$ cat src/rtl/pwm_pulse_measure.sv
// PWM input measurement stage: synchronizes pwm_in, measures each high pulse in
// clock cycles, classifies it against LOW/HIGH thresholds and flags timeouts/staleness.
module pwm_pulse_measure #(
  parameter int MAX_COUNTER_VALUE  = 2000,
  parameter int HIGH_COUNTER_VALUE = 1900,
  parameter int LOW_COUNTER_VALUE  = 1100,
  parameter int STALE_CYCLES       = 50000
) (
  input  logic        clk,
  input  logic        rst,
  input  logic        ena,
  input  logic        pwm_in,
  output logic [10:0] width,
  output logic [1:0]  level,
  output logic        valid,
  output logic        stale
);

  localparam logic [1:0] IDLE     = 2'd0;
  localparam logic [1:0] ARMED    = 2'd1;
  localparam logic [1:0] MEASURE  = 2'd2;
  localparam logic [1:0] WAIT_LOW = 2'd3;

  localparam logic [1:0] LVL_LOW     = 2'b00;
  localparam logic [1:0] LVL_MID     = 2'b01;
  localparam logic [1:0] LVL_HIGH    = 2'b10;
  localparam logic [1:0] LVL_TIMEOUT = 2'b11;

  localparam logic [10:0] CNT_MAX     = 11'(MAX_COUNTER_VALUE);
  localparam logic [10:0] CNT_HIGH    = 11'(HIGH_COUNTER_VALUE);
  localparam logic [10:0] CNT_LOW     = 11'(LOW_COUNTER_VALUE);
  localparam logic [15:0] STALE_LIMIT = 16'(STALE_CYCLES);

  logic        s1;
  logic        s2;
  logic        s_prev;
  logic [1:0]  sync_ok;
  logic        rise;
  logic [1:0]  state;
  logic [1:0]  state_next;
  logic [10:0] cnt;
  logic [10:0] cnt_next;
  logic        done;
  logic [10:0] done_width;
  logic [1:0]  done_level;
  logic [15:0] stale_cnt;

  function automatic logic [1:0] classify(input logic [10:0] w);
    if (w < CNT_LOW)
      return LVL_LOW;
    else if (w > CNT_HIGH)
      return LVL_HIGH;
    else
      return LVL_MID;
  endfunction

  assign rise = s2 & ~s_prev;

  // NOTE: every output of this block is given a default first so no path leaves a latch.
  always_comb begin
    state_next = state;
    cnt_next   = cnt;
    done       = 1'b0;
    done_width = cnt;
    done_level = LVL_MID;
    if (!ena) begin
      state_next = IDLE;
      cnt_next   = '0;
    end else begin
      case (state)
        // sync_ok keeps IDLE from trusting the reset zeros in s2 while a pulse may be in flight
        IDLE: if (sync_ok[1] && !s2) state_next = ARMED;
        ARMED: begin
          if (rise) begin
            cnt_next   = 11'd1;
            state_next = MEASURE;
          end
        end
        MEASURE: begin
          if (s2) begin
            if (cnt < CNT_MAX) begin
              cnt_next = cnt + 11'd1;
            end else begin
              done       = 1'b1;
              done_width = CNT_MAX;
              done_level = LVL_TIMEOUT;
              state_next = WAIT_LOW;
            end
          end else begin
            done       = 1'b1;
            done_width = cnt;
            done_level = classify(cnt);
            state_next = ARMED;
          end
        end
        WAIT_LOW: if (!s2) state_next = ARMED;
        default:  state_next = IDLE;
      endcase
    end
  end

  // NOTE: sequential state uses non-blocking assignments so all flops update from pre-edge values.
  always_ff @(posedge clk or posedge rst) begin
    if (rst) begin
      s1        <= 1'b0;
      s2        <= 1'b0;
      s_prev    <= 1'b0;
      sync_ok   <= 2'b00;
      state     <= IDLE;
      cnt       <= '0;
      width     <= '0;
      level     <= LVL_LOW;
      valid     <= 1'b0;
      stale     <= 1'b1;
      stale_cnt <= '0;
    end else begin
      s1      <= pwm_in;
      s2      <= s1;
      s_prev  <= s2;
      sync_ok <= {sync_ok[0], 1'b1};
      state   <= state_next;
      cnt     <= cnt_next;
      valid   <= done;
      if (done) begin
        width     <= done_width;
        level     <= done_level;
        stale_cnt <= '0;
        stale     <= 1'b0;
      end else if (ena && stale_cnt != STALE_LIMIT) begin
        stale_cnt <= stale_cnt + 16'd1;
        if (stale_cnt == STALE_LIMIT - 16'd1) stale <= 1'b1;
      end
    end
  end

endmodule

$ cat config.mk
export PLATFORM = sky130hd
export DESIGN_NAME = pwm_pulse_measure
export DESIGN_NICKNAME = d
export VERILOG_FILES = /design/src/rtl/pwm_pulse_measure.sv
export SDC_FILE = /design/constraint.sdc
export NUM_CORES = 1
export LEC_CHECK = 0
export ABC_AREA = 1
export CORE_MARGIN = 8
export CORE_UTILIZATION = 45
export CTS_CLUSTER_SIZE = 24
export DETAILED_ROUTE_END_ITERATION = 6
export PLACE_DENSITY = 0.72
export SLEW_MARGIN = 0
export SYNTH_ARGS = -nofsm -noshare
export SYNTH_HDL_FRONTEND = slang
export SYNTH_SLANG_ARGS = --single-unit
$ cat constraint.sdc
create_clock -name clk -period 1.5 [get_ports clk]
set_input_delay 0.3 -clock clk [delete_from_list [all_inputs] [get_ports clk]]
set_output_delay 0.3 -clock clk [all_outputs]
set_load 0.02 [all_outputs]
==> results.ini <==
[route]
initialDrtViolationCount=183
routed_via_density=5.294
routedWlPerCell_um=14.67
wirelength_mm=7.895
antenna_left=0
drc=0
via_count=2848
dr.pass1.iters=4

[clocking]
cts_sinks=49
cts-root-buf=clkbuf_8
path_clk_slew_ns=0.08
insertion_delay_ns=0.31
cts_tree=built
hold_buffers=0
cts_max_path_buffers=2
htree_levels=2
cts_buffers=5

[place]
io_buffers=18
hpwl_mm=5.366
gp_congestion=0.9075
dp_slack_ns=-0.3633

[sta]
rsz0062_at_grt=yes
worst_slack_ns=-0.07004
fin_skew_ns=0.01249
min_period_ns=1.570
slew_violations=0
final-hold-violation-count=0
setup_tns_ns=-1.237
timing.final.crit_share_pct=104.7
clock.fmax_ghz=0.6369
setup_viol_count_final=35

[floorplanning]
core_region_area_um2=6205
boundaryPins=19
dieArea_um2=9059
dieHeight_um=95.18
die_w_um=95.18
start_util_pct=45.47
rows=29

[logic_synthesis]
synth_area_per_cell_um2=7.444
async_flop_share_pct=100.0
netlist_instances=379
synth_top_area_share_pct=42.57
syn_area_um2=2821
synth_nets=390
yosys_warnings=0
yosysUniqueCellTypes=32
ys.flop_type=dfrtp_1
synth.most_common_cell=nand2_1
ys_ff_latch=49
synth_top_area_cell=dfrtp_1
yosysSeqAreaShare_pct=43.50
ys_top_cells_by_area=dfrtp_1, nand2_1, nor2_1
synth_common_cells=nand2_1, dfrtp_1, nor2_1
synth_edf_count=0

[global_routing]
grt_pass1_wl_mm=12.61
grt_start_max_net_pins=29
grt.total_usage_pct=17.82
overflow=0
antenna_found_initial=0
grt_pass1_vias=2776

[power]
cellPowerDensity_nw_per_um2=1075
p_leak_nw=1.885
ir_drop_mv=0.8433

[setup_path]
crit_fanout=9
reg2reg_from=state[0]
path_class=reg -> reg
start_kind=register
crit_required_ns=1.69
startpoint=state[0]
slowest_stage=dfrtp_1
crit_top_cell=nand2_1
cpPeakStageDelay_ns=0.40
worstPathCellList=buf_4 > ha_4 > nand2_1 > o21bai_4 > nand2_4 > a21oi_4 > buf_6 > inv_4 > nand2_1 > nand2_1
r2r_setup_slack_ns=-0.07
rr_endpoint=cnt[10]
endpoint_kind=register
ff2ff_path_depth=10
endpoint=cnt[10]
arrival_ns=1.76

[hold_path]
hold_class=in -> async

[final_layout]
n_antenna_cell=0
drive_gt1_share_pct=26.25
utilization_pct=62.96
area_delta_synth_final_pct=38.45
final_nets=471

[outcome]
violations=negative setup slack
status=complete, but fails checks

[flow_run]
maxCapViolations=0

## power breakdown
part / internal (mW) / switching, mW
clock: 0.377 / 0.427
sequential: 1.49 / 0.149
combinational: 0.859 / 0.897
## timing repair
action	in CTS	in global routing
setup buffers	13	3
setup endpoints to repair	58	44
pin swaps	8	6
resized for setup	58	23
gates cloned	5	0
## through the flow
stage               cells  hold slack (ns)  cell area [um^2]  total power [mW]
floorplan             379           0.3312              2864             2.425
global placement      511           0.3347              3450             2.918
detailed placement    511           0.3396              3450             2.956
CTS                   537           0.2439              3846             4.123
global route          538           0.2573              3906             4.425
finish                538           0.2432              3906             4.197
## kinds of logic after synthesis
kind of cell               share of synthesized area [%]
adders and majority gates                          3.104
DFF                                                43.50
other                                             0.1329
AOI/OAI and AO/OA                                  7.450
xor gates and xnor gates                           1.863
and+or+nand+nor                                    36.19
buffers and inverters                              7.761
## flip-flops by register name (all words and copies together), names as in the netlist
signal and count:
cnt 11, s_prev 1, valid 1, stale_cnt 16, stale 1, state 2
level 2, s1 1, sync_ok 2, width 11, s2 1
## per-layer routing
layer	wire length [um]	global-route usage (%)	up-vias	share of wire [%]
met2	4051	30.72	100	51
li1	-	-	1382	-
met1	3258	20.89	1344	41
met4	195	8.062	0	2.5
met5	0	0	-	0
met3	390	3.543	22	4.9
## critical path, delay by kind of cell (launching register included)
kind / cells / cell delay [ns]
compound gates: 2 / 0.29
fa+ha+maj: 1 / 0.16
buf+inv: 3 / 0.34
simple gates: 4 / 0.26
flops: 1 / 0.40
## layout make-up
cell class | instances | area, um^2
clock buffer | 8 | 90.09
fill | 511 | 2298
inverter | 38 | 167.7
multi-input combinational | 283 | 1534
sequential | 49 | 1229
tap | 77 | 96.34
timing repair buffer | 81 | 772.0
timing repair inverter | 2 | 17.52
## cell usage in the layout (no fill, tap or decap), drive strengths merged, types with 5 or more instances in the layout
cell and instances:
nand4 18, a21oi 5, nor2 44, xor2 6, o21bai 6, dfrtp 48, buf 63, o21ai 26
ha 7, clkbuf 8, nand3 28, inv 38, nand2 135, dlygate4sd2 14
## how the worst min path moves through the flow
stage                     from            end  slack (ns)  cells after the start
global placement    sync_ok[0]     sync_ok[1]        0.33                      0
global route               rst  stale_cnt[15]        0.26                      2
finish                     rst  stale_cnt[15]        0.24                      2
CTS                        rst  stale_cnt[15]        0.24                      2
floorplan                   s1             s2        0.33                      0
detailed placement          s1             s2        0.34                      0
(Power assumes the default switching activity.)
==> patch, RTL diff (same settings) <==
Register the output `stale` once more, with the module's reset; this adds one clock of latency there. The other outputs are not delayed to match.
--- a/src/rtl/pwm_pulse_measure.sv
+++ b/src/rtl/pwm_pulse_measure.sv
@@ -31,4 +31,6 @@
   localparam logic [10:0] CNT_LOW     = 11'(LOW_COUNTER_VALUE);
   localparam logic [15:0] STALE_LIMIT = 16'(STALE_CYCLES);
+
+  logic stale_s0;
 
   logic        s1;
@@ -112,5 +114,5 @@
       level     <= LVL_LOW;
       valid     <= 1'b0;
-      stale     <= 1'b1;
+      stale_s0  <= 1'b1;
       stale_cnt <= '0;
     end else begin
@@ -126,9 +128,17 @@
         level     <= done_level;
         stale_cnt <= '0;
-        stale     <= 1'b0;
+        stale_s0  <= 1'b0;
       end else if (ena && stale_cnt != STALE_LIMIT) begin
         stale_cnt <= stale_cnt + 16'd1;
-        if (stale_cnt == STALE_LIMIT - 16'd1) stale <= 1'b1;
+        if (stale_cnt == STALE_LIMIT - 16'd1) stale_s0 <= 1'b1;
       end
+    end
+  end
+
+  always_ff @(posedge clk or posedge rst) begin
+    if (rst) begin
+      stale <= '0;
+    end else begin
+      stale <= stale_s0;
     end
   end
Check against the original RTL: not equivalent (a bounded check fails within 4 cycles, from zero or initial values and one cycle with rst high).
==> patch against the unedited design <==
The flow still finishes with violations (negative setup slack). Area after synthesis is 0.89% higher. Wire length is 1.7% lower. Via count down 1.6%. Design area grew 3.6%. Clock power up 18%. Largest cell class unchanged. Critical path type unchanged. Sequential share of layout area down 0.40 points. Sequential cell count increased by 1. Highest routed layer unchanged. Die area rose by 0.75%. Power is 5.2% higher. Worst setup slack better by 0.026 ns.
==> patch: results <==
export IMPL_grt_pass1_vias=2687
export IMPL_clock_path_buffers=2
export IMPL_synth_compound_area_frac=0.0738
export IMPL_pre_cts_slack_ns=-0.374
export IMPL_placed_area_sq_um=3490
export IMPL_grt_use_met1=0.225
export IMPL_critPathMaxFanout=4
export IMPL_finalClockSkew_ns=0.0141
export IMPL_gp_congestion=0.920
export IMPL_rr_worst_depth=8
export IMPL_synth_area_top_cells="dfrtp_1 (43%), nand2_1 (17%), nor2_1 (5.3%)"
export IMPL_min_path_type="in2async"
export IMPL_failed_checks="negative setup slack"
export IMPL_wl_met3_microns=336
export IMPL_p_leak_nw=1.93
export IMPL_dp_hpwl_microns=4900
export IMPL_routed_wl_met2_microns=3920
export IMPL_drtIter0Drc=186
export IMPL_ir_worst_vdd_mv=0.848
export IMPL_worstSkewPairLatency_ns=0.31
export IMPL_wl_met1_microns=3350
export IMPL_grtUsageMet3=0.0307
export IMPL_layout_nets=477
export IMPL_rrSetupSlack_ns=-0.04
export IMPL_synth_xor_area_frac=0.0185
export IMPL_netlist_top_cells_count="nand2_1 (127), dfrtp_1 (49), nor2_1 (40)"
export IMPL_endpoint="cnt[2]"
export IMPL_worstSetupStartpoint="state[1]"
export IMPL_hold_slack_ns=0.336
export IMPL_grt_use_total=0.172
export IMPL_max_stage_delay_ns=0.44
export IMPL_setup_tns_ns=-0.364
export IMPL_synthAdderAreaFrac=0.0308
export IMPL_drive_above_1_share=0.330
export IMPL_grtUsageMet2=0.282
export IMPL_clk_pin_slew_ns=0.10
export IMPL_grt_max_degree=51
export IMPL_synth_nets=391
export IMPL_drt_wl_total_microns=7760
export IMPL_synth_seq_area_share=0.440
export IMPL_setup_ws_ns=-0.0442
export IMPL_routed_via_density=5.15
export IMPL_outcome="finished, violations left"
export IMPL_setup_viol=10
export IMPL_n_fill_cell=505
-- patch: worst max-delay path: cells and delay by family (launching register included) --
kind / cells / cell delay (ns)
compound gates: 3 / 0.33
fa+ha+maj: 1 / 0.20
buf+inv: 3 / 0.38
flops: 1 / 0.44
simple gates: 1 / 0.09
-- patch: final cells by class --
type | instances | area share
clock buffer | 6 | 0.0179
clock inverter | 2 | 0.00928
inverter | 38 | 0.0408
multi-input combinational | 283 | 0.397
sequential | 50 | 0.311
tap | 77 | 0.0238
timing repair buffer | 86 | 0.194
timing repair inverter | 2 | 0.00680
-- patch: where the power goes --
group | total (W) | leakage, nW | internal, W | switching (W)
clock network | 0.000952 | 0.0514 | 0.000498 | 0.000454
logic | 0.00178 | 1.22 | 0.000853 | 0.000929
registers | 0.00168 | 0.663 | 0.00152 | 0.000156
-- patch: what timing repair did --
action | 4_1_cts | 5_1_grt
setup endpoints to repair | 50 | 42
pin swaps | 15 | 7
resized for setup | 58 | 45
cloned | 4 | 0
buffers inserted | 14 | 8
endpoints found under the hold margin | 0 | 0
-- patch: logic make-up after synthesis --
| kind of cell | count (synthesis) |
|---|---|
| AO/OA/AOI/OAI | 38 |
| XOR/XNOR | 6 |
| adder cells (fa/ha/maj) | 7 |
| buffers and inverters | 48 |
| flip-flops | 50 |
| other | 1 |
| AND/OR/NAND/NOR | 230 |
-- patch: metrics by stage --
step,utilization,std cells,power (W)
6_report,0.648,544,0.00441
5_1_grt,0.648,544,0.00468
4_1_cts,0.619,537,0.00424
3_5_place_dp,0.559,512,0.00299
3_3_place_gp,0.559,512,0.00296
2_1_floorplan,-,380,0.00246
